==> config.mk <==
export PLATFORM = sky130hd
export DESIGN_NAME = adc_scan
export DESIGN_NICKNAME = d
export VERILOG_FILES = /design/src/rtl/adc_pkg.sv /design/src/rtl/adc_countdown.sv /design/src/rtl/adc_scan.sv
export SDC_FILE = /design/constraint.sdc
export NUM_CORES = 1
export LEC_CHECK = 0
export CAP_MARGIN = 20
export CORE_MARGIN = 2
export CORE_UTILIZATION = 50
export CTS_BUF_LIST = sky130_fd_sc_hd__clkbuf_16
export DETAILED_ROUTE_END_ITERATION = 6
export GPL_TIMING_DRIVEN = 0
export PLACE_DENSITY = 0.76
export SLEW_MARGIN = 30
export SYNTH_ARGS = -nofsm -noshare
export SYNTH_HDL_FRONTEND = slang
export SYNTH_SLANG_ARGS = --single-unit
==> constraint.sdc <==
create_clock -name clk -period 4.6 [get_ports clk]
set_clock_uncertainty 0.2 [all_clocks]
set_input_delay 0.92 -clock clk [delete_from_list [all_inputs] [get_ports clk]]
set_output_delay 0.92 -clock clk [all_outputs]
set_load 0.1 [all_outputs]
==> src/rtl/adc_pkg.sv <==
// Shared definitions for the ADC settle/measure scanner.
// Holds the controller state codes and the monitor bus bit positions.
// No logic here; the package is imported by the controller and its bench.
package adc_pkg;

    typedef enum logic [1:0] {
        ST_IDLE    = 2'd0,
        ST_SETTLE  = 2'd1,
        ST_MEASURE = 2'd2,
        ST_BAD     = 2'd3
    } adc_state_e;

    localparam int MON_START    = 0;
    localparam int MON_BUSY     = 1;
    localparam int MON_LATCH    = 2;
    localparam int MON_VALID    = 3;
    localparam int MON_STATE_LO = 4;
    localparam int MON_STATE_HI = 5;

endpackage

==> src/rtl/adc_countdown.sv <==
// Loadable down-counter with a zero flag; saturates at zero.
// Latency: load/decrement visible the cycle after the request.
// No backpressure: load has priority over decrement, both act every cycle.
module adc_countdown #(
    parameter int CNT_W = 32
) (
    input  logic             clk,
    input  logic             reset,
    input  logic             load,
    input  logic [CNT_W-1:0] load_val,
    input  logic             dec,
    output logic             zero
);

    logic [CNT_W-1:0] count_q;
    logic [CNT_W-1:0] count_d;

    // Next count: load wins, otherwise step down and stop at zero.
    always_comb begin
        count_d = count_q;
        if (load) begin
            count_d = load_val;
        end else if (dec && (count_q != '0)) begin
            count_d = count_q - CNT_W'(1);
        end
    end

    // Count register with synchronous reset to zero.
    always_ff @(posedge clk) begin
        if (reset) begin
            count_q <= '0;
        end else begin
            count_q <= count_d;
        end
    end

    assign zero = (count_q == '0);

endmodule

==> src/rtl/adc_scan.sv <==
// ADC mux settle/measure controller, single channel or wrapping scan.
// Latency: valid in cycle S+D+3 after accept; each further scan channel S+D+2 later.
// No backpressure: start ignored while busy and in the cycle done first rises; abort always wins.
module adc_scan
    import adc_pkg::*;
#(
    parameter int CNT_W  = 32,
    parameter int N_CHAN = 4,
    parameter int MUX_W  = 4
) (
    input  logic             clk,
    input  logic             reset,
    input  logic             adc_measure_start,
    input  logic             adc_abort,
    input  logic [CNT_W-1:0] clk_settle_duration,
    input  logic [CNT_W-1:0] clk_sample_duration,
    input  logic             scan_mode,
    input  logic [MUX_W-1:0] chan_first,
    input  logic [MUX_W-1:0] chan_last,
    output logic             adc_measure_done,
    output logic             adc_measure_valid,
    output logic [MUX_W-1:0] chan_tag,
    output logic [MUX_W-1:0] adcmux,
    output logic             cmpr_latch,
    output logic             busy,
    output logic [5:0]       monitor
);

    adc_state_e       state_q, state_d;
    logic             done_q, done_d;
    logic             valid_q, valid_d;
    logic             latch_q, latch_d;
    logic             cool_q, cool_d;
    logic [MUX_W-1:0] mux_q, mux_d;
    logic [MUX_W-1:0] tag_q, tag_d;
    logic [MUX_W-1:0] last_q, last_d;
    logic [CNT_W-1:0] s_q, s_d;
    logic [CNT_W-1:0] dur_q, dur_d;
    logic             scan_q, scan_d;
    logic [5:0]       mon_q, mon_d;

    logic             cnt_load;
    logic             cnt_dec;
    logic [CNT_W-1:0] cnt_val;
    logic             cnt_zero;
    logic             accept;

    // Out-of-range channel numbers fall back to channel 0.
    function automatic logic [MUX_W-1:0] clamp_chan(input logic [MUX_W-1:0] c);
        return (32'(c) >= N_CHAN) ? '0 : c;
    endfunction

    // The first IDLE cycle after a job (cool_q) is a one-cycle gap before a new accept.
    assign accept = (state_q == ST_IDLE) && adc_measure_start && !adc_abort && !cool_q;

    adc_countdown #(.CNT_W(CNT_W)) u_cnt (
        .clk      (clk),
        .reset    (reset),
        .load     (cnt_load),
        .load_val (cnt_val),
        .dec      (cnt_dec),
        .zero     (cnt_zero)
    );

    // Next-state, counter control and output decisions; abort overrides everything.
    always_comb begin
        state_d  = state_q;
        done_d   = done_q;
        valid_d  = 1'b0;
        latch_d  = latch_q;
        cool_d   = 1'b0;
        mux_d    = mux_q;
        tag_d    = tag_q;
        last_d   = last_q;
        s_d      = s_q;
        dur_d    = dur_q;
        scan_d   = scan_q;
        cnt_load = 1'b0;
        cnt_dec  = 1'b0;
        cnt_val  = s_q;
        if (adc_abort) begin
            state_d = ST_IDLE;
            done_d  = 1'b1;
            latch_d = 1'b0;
            cool_d  = (state_q != ST_IDLE);
        end else begin
            case (state_q)
                ST_IDLE: begin
                    if (accept) begin
                        state_d  = ST_SETTLE;
                        done_d   = 1'b0;
                        latch_d  = 1'b1;
                        mux_d    = clamp_chan(chan_first);
                        last_d   = clamp_chan(chan_last);
                        s_d      = clk_settle_duration;
                        dur_d    = clk_sample_duration;
                        scan_d   = scan_mode;
                        cnt_load = 1'b1;
                        cnt_val  = clk_settle_duration;
                    end
                end
                ST_SETTLE: begin
                    if (cnt_zero) begin
                        state_d  = ST_MEASURE;
                        latch_d  = 1'b0;
                        cnt_load = 1'b1;
                        cnt_val  = dur_q;
                    end else begin
                        cnt_dec = 1'b1;
                    end
                end
                ST_MEASURE: begin
                    if (cnt_zero) begin
                        valid_d = 1'b1;
                        tag_d   = mux_q;
                        if (!scan_q || (mux_q == last_q)) begin
                            state_d = ST_IDLE;
                            done_d  = 1'b1;
                            cool_d  = 1'b1;
                        end else begin
                            state_d  = ST_SETTLE;
                            latch_d  = 1'b1;
                            mux_d    = (32'(mux_q) == N_CHAN - 1) ? '0 : mux_q + MUX_W'(1);
                            cnt_load = 1'b1;
                            cnt_val  = s_q;
                        end
                    end else begin
                        cnt_dec = 1'b1;
                    end
                end
                default: begin
                    state_d = ST_IDLE;
                    done_d  = 1'b1;
                    latch_d = 1'b0;
                end
            endcase
        end
        mon_d                             = '0;
        mon_d[MON_START]                  = accept;
        mon_d[MON_BUSY]                   = (state_d != ST_IDLE);
        mon_d[MON_LATCH]                  = latch_d;
        mon_d[MON_VALID]                  = valid_d;
        mon_d[MON_STATE_HI:MON_STATE_LO]  = state_d;
    end

    // Controller registers with synchronous reset.
    always_ff @(posedge clk) begin
        if (reset) begin
            state_q <= ST_IDLE;
            done_q  <= 1'b1;
            valid_q <= 1'b0;
            latch_q <= 1'b0;
            cool_q  <= 1'b0;
            mux_q   <= '0;
            tag_q   <= '0;
            last_q  <= '0;
            s_q     <= '0;
            dur_q   <= '0;
            scan_q  <= 1'b0;
            mon_q   <= '0;
        end else begin
            state_q <= state_d;
            done_q  <= done_d;
            valid_q <= valid_d;
            latch_q <= latch_d;
            cool_q  <= cool_d;
            mux_q   <= mux_d;
            tag_q   <= tag_d;
            last_q  <= last_d;
            s_q     <= s_d;
            dur_q   <= dur_d;
            scan_q  <= scan_d;
            mon_q   <= mon_d;
        end
    end

    assign adc_measure_done  = done_q;
    assign adc_measure_valid = valid_q;
    assign chan_tag          = tag_q;
    assign adcmux            = mux_q;
    assign cmpr_latch        = latch_q;
    assign busy              = (state_q != ST_IDLE);
    assign monitor           = mon_q;

endmodule

# --- Yosys cells after proc, flatten, opt, wreduce, memory -nomap -nowiden ---
# Cells that the tools add are included.
word_totals:
  input_bits: 77
  elab_cells: 93
  ff_bits: 121
classes:
  reduce_logical: 22
  order_cmp: 2
  mux: 44
  bitwise: 2
  n_eq_ne: 8
  n_addsub: 2
ops:
  columns: ["operator", "n"]
  rows:
  - ["$mux W32", 5]
  - ["$pmux W32 S2", 1]
  - ["$logic_not A32 Y1", 1]
  - ["$reduce_bool A32 Y1", 1]
  - ["$sub A32 B1 Y32 const B", 1]
  - ["$mux W4", 6]
  - ["$mux W1", 23]
  - ["$pmux W1 S3", 3]
  - ["$ge A4 B3 Y1 const B", 2]
  - ["$mux W2", 4]
  - ["$ne A2 B2 Y1 const B", 4]
  - ["$pmux W4 S2", 1]
  - ["$reduce_bool A2 Y1", 4]
  - ["$pmux W2 S3", 1]
  - ["$reduce_and A3 Y1", 2]
  - ["$reduce_and A5 Y1", 1]
  - ["$add A4 B1 Y4 const B", 1]
  - ["$eq A4 B2 Y1 const B", 1]
  - ["$eq A4 B4 Y1", 1]
  - ["$logic_and A1 B1 Y1", 4]
  - ["$reduce_and A4 Y1", 1]
  - ["$reduce_or A2 Y1", 2]
  - ["$logic_not A1 Y1", 3]
  - ["$eq A2 B1 Y1 const B", 1]
  - ["5 further kinds", 6]

# --- Depth between registers and ports, before layout ---
# Gate-level depths: netlist (run 1).
depth:
  depth_word: 8
  mapped_depth: 11
  depth_no_buf: 9

# --- Hierarchy ---
# From an unflattened synthesis (run 1), not the netlist that was laid out.
hier_totals:
  hier_cells: 742
  area_unflattened_um2: 5703.0
by_module_without_submodules:
  columns: ["module", "area_each_um2", "cells_per_inst", "n_inst"]
  rows:
  - ["adc_scan", 3709.8, 509, 1]
  - ["adc_countdown", 1993.2, 233, 1]

# --- Worst setup path after synthesis (run 1) ---
# No wires, ideal clock.
synth_timing:
  path_kind: "reg2out"
  from: "register state_q[0]"
  to: "output busy"
  stages_incl_launch_ff: 6
  setup_slack_ns: 0.601
  arrival_ns: 2.879
  n_path_buf: 2
  path_cell_list: "dfxtp_1 -> inv_1 -> ha_1 -> inv_1 -> clkbuf_1 -> clkbuf_1"
synth_between:
  elab_chain_len: 1
synth_lines:
  columns: ["item", "line_no", "text"]
  rows:
  - ["start: declaration", "adc_scan.sv:29", "adc_state_e state_q, state_d;"]
  - ["start signal: assignment", "adc_scan.sv:162", "state_q <= state_d;"]
  - ["$reduce_bool A2 Y1", "adc_scan.sv:182", "assign busy = (state_q != ST_IDLE);"]
  - ["end: declaration", "adc_scan.sv:25", "output logic busy,"]
# Every way passes these cells.

# --- Worst setup path in the final report (run 1) ---
layout_timing:
  from: "register state_q[1]"
  to: "output busy"
# Same word-level chain as after synthesis.

==> insert_results.sql, run 1 <==
INSERT INTO impl_metrics (metric_group, metric, value, unit) VALUES
('global_routing', 'wire_length_of_the_first_global_routing_pass', '30600', 'um'),
('sta', 'timing.max_slew.rel_slack', '0.323', ''),
('routing', 'detailroute.via_count', '6014', ''),
('synth', 'post_synth_main_area_contributors', 'dfxtp_1 41%, nand2_1 9.8%, a21oi_1 7.6%', ''),
('routing', 'avg_wl_per_cell', '19.3', 'um'),
('pwr', 'cellPowerDensity', '392', 'mW/mm2'),
('sta', 'final.setup.worst_slack', '227', 'ps'),
('setup_path', 'crit_slowest_cell', 'dlygate4sd2_1', ''),
('synth', 'synth_commonest_cells', '151 x nand2_1, 117 x dfxtp_1, 88 x a21oi_1', ''),
('setup_path', 'critPathTopFamily', 'buffers and inverters', ''),
('clocking', 'clk_path_buf_depth', '2', ''),
('placement', 'dpl_worst_slack', '115', 'ps'),
('sta', 'setup_repair_after_global_routing_missed_its_margin', 'no', ''),
('sta', 'clock.fmax', '229', 'MHz'),
('setup_path', 'cp-start-kind', 'flip-flop', ''),
('placement', 'dpl-instance-area', '0.00690', 'mm2'),
('setup_path', 'crit_path_start', 'state_q[1]', ''),
('routing', 'drcViolationCount', '2', ''),
('clocking', 'worst_skew_pair.late_latency', '420', 'ps'),
('synth', 'most_frequently_used_flop_master_after_synthesis', 'dfxtp_1', ''),
('placement', 'hpwl', '14300', 'um'),
('synth', 'yosysMostFrequentCell', 'nand2_1', ''),
('final_layout', 'nFillCells', '974', ''),
('synth', 'async_reset_ff_frac', '0', ''),
('routing', 'detail_route_antenna_nets', '0', ''),
('floorplan', 'die-area', '0.0124', 'mm2'),
('outcome', 'failed_checks', 'DRC', ''),
('outcome', 'status', 'finished with violations', ''),
('clocking', 'h-tree-depth', '4', ''),
('synth', 'syn_inst', '730', ''),
('pwr', 'vdd_drop_max', '0.000401', 'V'),
('sta', 'worst_pin_slew', '1010', 'ps'),
('placement', 'globalplace.congestion', '0.940', ''),
('floorplan', 'die_height', '112', 'um'),
('global_routing', 'gr-usage-all-layers', '0.315', ''),
('clocking', 'tritoncts_clock_tree', 'yes', ''),
('final_layout', 'postLayoutCellArea', '0.00748', 'mm2'),
('synth', 'synthesis.yosys.warnings', '0', ''),
('run', 'max_cap_viol_count', '0', ''),
('clocking', 'cts.sinks', '117', ''),
('sta', 'final_hold_viol_count', '0', ''),
('setup_path', 'cp_data_required_time', '3480', 'ps'),
('setup_path', 'criticalPathCategory', 'reg2out', ''),
('floorplan', 'core_area', '0.0114', 'mm2'),
('sta', 'timing.setup.tns', '0', 'ps'),
('floorplan', 'placementRows', '39', ''),
('global_routing', 'grt_max_degree', '17', ''),
('synth', 'syn_area', '0.00578', 'mm2'),
('pwr', 'total_leakage_power', '2.78', 'nW'),
('final_layout', 'syn_to_final_growth', '29.5', '%'),
('pwr', 'totalPowerFinal', '0.00293', 'W'),
('min_path', 'hp-class', 'reg2reg', ''),
('global_routing', 'grt_remaining_overflow', '0', ''),
('setup_path', 'critical_path.cell_chain', 'inv_1, ha_1, inv_1, clkbuf_1, clkbuf_1, dlygate4sd2_1', ''),
('final_layout', 'num_antenna_cells', '0', ''),
('setup_path', 'launch_instance_of_the_worst_register_to_register_path', 'state_q[1]', ''),
('routing', 'totalWireLength', '19300', 'um'),
('floorplan', 'dieWidth', '112', 'um'),
('sta', 'finalSetupViolCount', '0', ''),
('clocking', 'tritoncts.num_buffers', '17', ''),
('routing', 'avgViaCountPerCell', '6.02', ''),
('synth', 'synth-seq-area-share', '0.405', ''),
('floorplan', 'initial_util', '0.508', ''),
('sta', 'fin_crit_sh', '0.951', ''),
('synth', 'synth_top_cell_by_area', 'dfxtp_1', ''),
('clocking', 'cts-root-buf', 'clkbuf_16', ''),
('min_path', 'hold_start', 's_q[0]', ''),
('floorplan', 'io_pins', '95', ''),
('synth', 'synth_area_per_cell', '7.92', 'um2'),
('routing', 'pre_antenna_drt_iters', '7', ''),
('sta', 'final_max_slew_viol_count', '0', '');
timing repair:
item | in CTS | in global routing
endpoints found under the hold margin | 0 | 0
setup endpoints to repair | 1 | 0
resized for setup | 1 | 0
buffers inserted | 0 | 0
through the flow:
stage / hold WS, ps / utilization / std cells
after CTS: 256 / 0.658 / 999
final: 255 / 0.658 / 999
after detailed placement: 248 / 0.607 / 967
after floorplan: 232 / - / 730
after global placement: 240 / 0.607 / 967
after global routing: 275 / 0.658 / 999
layout by cell type, fill, tap and decap left out, types with 4 or more instances in the layout:
cell               n
a21o_1             4
nor3_1            11
buf_1              5
nand4_1            4
dfxtp_1          117
buf_2              7
a221oi_1          17
a211oi_1           9
clkbuf_16         17
nor2_1            78
mux2i_1           16
inv_1             10
a21boi_0          10
o21ai_0           17
or4_1              7
nor4_1            10
nand2_1          151
clkbuf_1          31
nand2b_1           8
buf_4              4
a21oi_1           88
a221o_1            4
xnor2_1           10
and2_1             5
xor2_1            11
o22ai_1            4
clkdlybuf4s50_1   93
or3_1              7
nand3_1           17
a31oi_1           12
ha_1               7
state kept, by name, summed over array words and instances, names as in the netlist:
register and count:
adc_measure_done 1, adcmux 4, chan_tag 4, cool_q 1, dur_q 32, last_q 4
monitor 4, s_q 32, scan_q 1, state_q 2, u_cnt.count_q 32
tightest hold or removal path: stages (launching register included):
cell	delay, ps
dfxtp_1	310
nand2_1	50
a21oi_1	50
per-layer routing:
metal,global-route usage,wire length [um],vias up
li1,-,-,2823
met1,0.422,8150,2841
met2,0.498,8910,313
met3,0.0817,1840,37
met4,0.103,382,0
met5,0,0,-
where the power goes:
group | internal [W] | leakage (nW) | switching, W
clock network | 0.000844 | 0.285 | 0.000483
registers | 0.00106 | 0.954 | 0.0000439
logic | 0.000195 | 1.54 | 0.000302
total | 0.00210 | 2.78 | 0.000829
area by class of cell:
| cell class | instances | area (um2) | share of cell area |
|---|---|---|---|
| buffer | 50 | 238 | 0.0318 |
| clock buffer | 17 | 425 | 0.0568 |
| clock inverter | 15 | 163 | 0.0217 |
| inverter | 8 | 30.0 | 0.00401 |
| multi-input combinational | 555 | 3170 | 0.423 |
| sequential | 117 | 2340 | 0.313 |
| tap | 143 | 179 | 0.0239 |
| timing repair buffer | 94 | 940 | 0.126 |
logic make-up after synthesis:
logic type,count (synthesis),share of synthesized area
and+or+nand+nor,321,0.259
AOI/OAI and AO/OA,190,0.214
DFF,117,0.405
buffers and inverters,58,0.0463
xor gates and xnor gates,21,0.0318
muxes,16,0.0277
adders and majority gates,7,0.0152
path summary, 6_finish.rpt:
kind                                 end  slack [ps]  depth (start not counted)
worst max-delay path                busy         230                          6
worst min-delay path              s_q[0]         260                          2
worst max register to register  dur_q[6]         790                          9
worst min register to register    s_q[0]         260                          2
(Power assumes the default switching activity.)
==> inputs of run 2 (changes only) <==
==> constraint.sdc (replaced) <==
create_clock -name clk -period 4.69 [get_ports clk]
set_clock_uncertainty 0.2 [all_clocks]
set_input_delay 0.938 -clock clk [delete_from_list [all_inputs] [get_ports clk]]
set_output_delay 0.938 -clock clk [all_outputs]
set_load 0.1 [all_outputs]
==> insert_results.sql, run 2 (synthesis gave the netlist of run 1 again) <==
INSERT INTO impl_metrics (metric_group, metric, value, unit) VALUES
('outcome', 'status', 'finished, final reports clean', ''),
('sta', 'finalHoldWorstSlack', '255', 'ps'),
('floorplan', 'dieWidth', '112', 'um'),
('setup_path', 'worstPathArrival', '3130', 'ps'),
('placement', 'place.port_buffers', '94', ''),
('clocking', 'path_clk_slew', '50', 'ps'),
('sta', 'worst_pin_slew', '1010', 'ps'),
('sta', 'timing.max_slew.rel_slack', '0.318', ''),
('setup_path', 'worstPathMaxFanout', '10', ''),
('routing', 'avgViaCountPerCell', '6.01', ''),
('pwr', 'vdd_drop_max', '0.000392', 'V'),
('routing', 'pre_antenna_drt_iters', '5', ''),
('setup_path', 'crit_path_start', 'state_q[1]', ''),
('min_path', 'hp-class', 'reg2reg', ''),
('min_path', 'hold_start', 's_q[1]', ''),
('pwr', 'total_leakage_power', '2.79', 'nW'),
('routing', 'drcViolationCount', '0', ''),
('sta', 'fin_crit_sh', '0.909', ''),
('sta', 'clock.fmax', '234', 'MHz'),
('setup_path', 'setup.reg_to_reg.worst_slack', '860', 'ps'),
('clocking', 'cts.sinks', '117', ''),
('routing', 'avg_wl_per_cell', '19.3', 'um'),
('clocking', 'worst_skew_pair.late_latency', '420', 'ps'),
('setup_path', 'crit-reg2reg-capture', 'dur_q[6]', ''),
('sta', 'setup_repair_after_global_routing_missed_its_margin', 'no', ''),
('clocking', 'tritoncts.num_buffers', '17', ''),
('run', 'max_cap_viol_count', '0', ''),
('routing', 'initialDrtViolationCount', '630', ''),
('setup_path', 'worst_path_largest_cell_delay', '820', 'ps'),
('global_routing', 'grt_remaining_overflow', '0', ''),
('clocking', 'h-tree-depth', '4', ''),
('final_layout', 'top_regs', 'dur_q (32), s_q (32), u_cnt.count_q (32)', ''),
('pwr', 'internal-power', '0.00206', 'W'),
('final_layout', 'num_antenna_cells', '0', ''),
('setup_path', 'launch_instance_of_the_worst_register_to_register_path', 'state_q[0]', ''),
('floorplan', 'die-area', '0.0124', 'mm2'),
('setup_path', 'cp_data_required_time', '3550', 'ps'),
('floorplan', 'core_area', '0.0114', 'mm2'),
('min_path', 'worstHoldEndpoint', 's_q[1]', ''),
('pwr', 'seq_power_share', '0.378', ''),
('final_layout', 'post_route_cells_drive_above_1_share', '0.0666', ''),
('sta', 'finalSetupViolCount', '0', ''),
('pwr', 'clock_power_share', '0.453', ''),
('clocking', 'cts-root-buf', 'clkbuf_16', ''),
('final_layout', 'syn_to_final_growth', '29.6', '%'),
('global_routing', 'antenna_violations_before_repair', '0', ''),
('setup_path', 'crit_slowest_cell', 'dlymetal6s2s_1', ''),
('sta', 'timing.setup.tns', '0', 'ps'),
('pwr', 'cellPowerDensity', '384', 'mW/mm2'),
('floorplan', 'io_pins', '95', ''),
('placement', 'dpl-instance-area', '0.00690', 'mm2'),
('floorplan', 'initial_util', '0.508', ''),
('setup_path', 'worst_setup_path_end_kind', 'output port', ''),
('pwr', 'switching_share', '0.283', ''),
('sta', 'final_hold_viol_count', '0', ''),
('clocking', 'cts_post_setup_buffers_inserted', '0', ''),
('final_layout', 'postLayoutCellArea', '0.00749', 'mm2'),
('final_layout', 'mostFrequentLayoutCells', '151 x nand2_1, 117 x dfxtp_1, 93 x clkdlybuf4s50_1', ''),
('floorplan', 'placementRows', '39', ''),
('placement', 'hpwl', '14300', 'um'),
('sta', 'period_minus_slack', '4270', 'ps'),
('setup_path', 'r2r.worst_path.cells', '9', ''),
('clocking', 'clk_path_buf_depth', '2', ''),
('routing', 'detail_route_antenna_nets', '0', ''),
('clocking', 'cts_hold_buffers', '0', ''),
('sta', 'final_max_slew_viol_count', '0', ''),
('routing', 'detailroute.via_count', '6002', ''),
('clocking', 'tritoncts_clock_tree', 'yes', ''),
('setup_path', 'criticalPathCategory', 'reg2out', ''),
('pwr', 'net-switching-power', '0.000815', 'W'),
('global_routing', 'wire_length_of_the_first_global_routing_pass', '30600', 'um'),
('global_routing', 'grt_max_degree', '17', ''),
('floorplan', 'die_height', '112', 'um'),
('placement', 'globalplace.congestion', '0.940', ''),
('clocking', 'post_cts_resized', '0', ''),
('final_layout', 'final_nets', '927', ''),
('routing', 'totalWireLength', '19300', 'um'),
('min_path', 'hold_path_stages', '2', ''),
('global_routing', 'number_of_global_route_vias_before_repair', '5781', ''),
('setup_path', 'cp-start-kind', 'flip-flop', ''),
('global_routing', 'gr-usage-all-layers', '0.315', ''),
('final_layout', 'layout.cells.most_common', 'nand2_1', ''),
('pwr', 'pwr-share-comb', '0.169', ''),
('setup_path', 'critical_path.cell_chain', 'inv_1, ha_1, inv_1, clkbuf_1, clkbuf_1, dlymetal6s2s_1', '');
## run 2: changes by cell type in the layout (fill, tap and decap cells not counted), sizes merged
cell / delta
dlymetal6s2s: +1
dlygate4sd2: -1
## run 2: how the worst max path moves through the flow
stage / endpoint / slack [ps] / depth (start not counted)
finish: busy / 420 / 6
detailed placement: dur_q[6] / 190 / 8
global placement: dur_q[5] / 330 / 8
CTS: busy / 50 / 6
global route: busy / 300 / 6
floorplan: busy / 670 / 5
## run 2: metrics by stage
stage | power (W) | cells | utilization | setup slack [ps]
finish | 0.00288 | 999 | 0.659 | 425
global route | 0.00297 | 999 | 0.659 | 296
CTS | 0.00286 | 999 | 0.658 | 52.7
global placement | 0.00157 | 967 | 0.607 | 328
detailed placement | 0.00158 | 967 | 0.607 | 187
floorplan | 0.00140 | 730 | - | 673
## run 2: final cells by class
cell class,count,area (um2)
Fill cell,974,3880
Multi-Input combinational cell,555,3170
Sequential cell,117,2340
Timing Repair Buffer,94,943
Clock buffer,17,425
Buffer,50,238
Tap cell,143,179
Clock inverter,15,163
Inverter,8,30.0
## run 2: per-layer routing
metal / part of all wire / GRT usage / routed length (um) / vias to the layer above
met2: 0.46 / 0.498 / 8910 / 329
met3: 0.094 / 0.0817 / 1810 / 41
met4: 0.021 / 0.103 / 405 / 0
li1: - / - / - / 2821
met5: 0 / 0 / 0 / -
met1: 0.42 / 0.422 / 8150 / 2811
## run 2: critical path: cells and delay by family, from the launching register on
kind / cells / cell delay [ps]
DFF: 1 / 420
adders and majority gates: 1 / 280
buffers and inverters: 5 / 2000
## run 2: power by group through the flow
stage | sequential, W | combinational (W) | clock, W
global route | 0.00109 | 0.000525 | 0.00135
detailed placement | 0.00110 | 0.000474 | 0
finish | 0.00109 | 0.000487 | 0.00130
floorplan | 0.00111 | 0.000283 | 0
global placement | 0.00110 | 0.000466 | 0
CTS | 0.00108 | 0.000478 | 0.00130
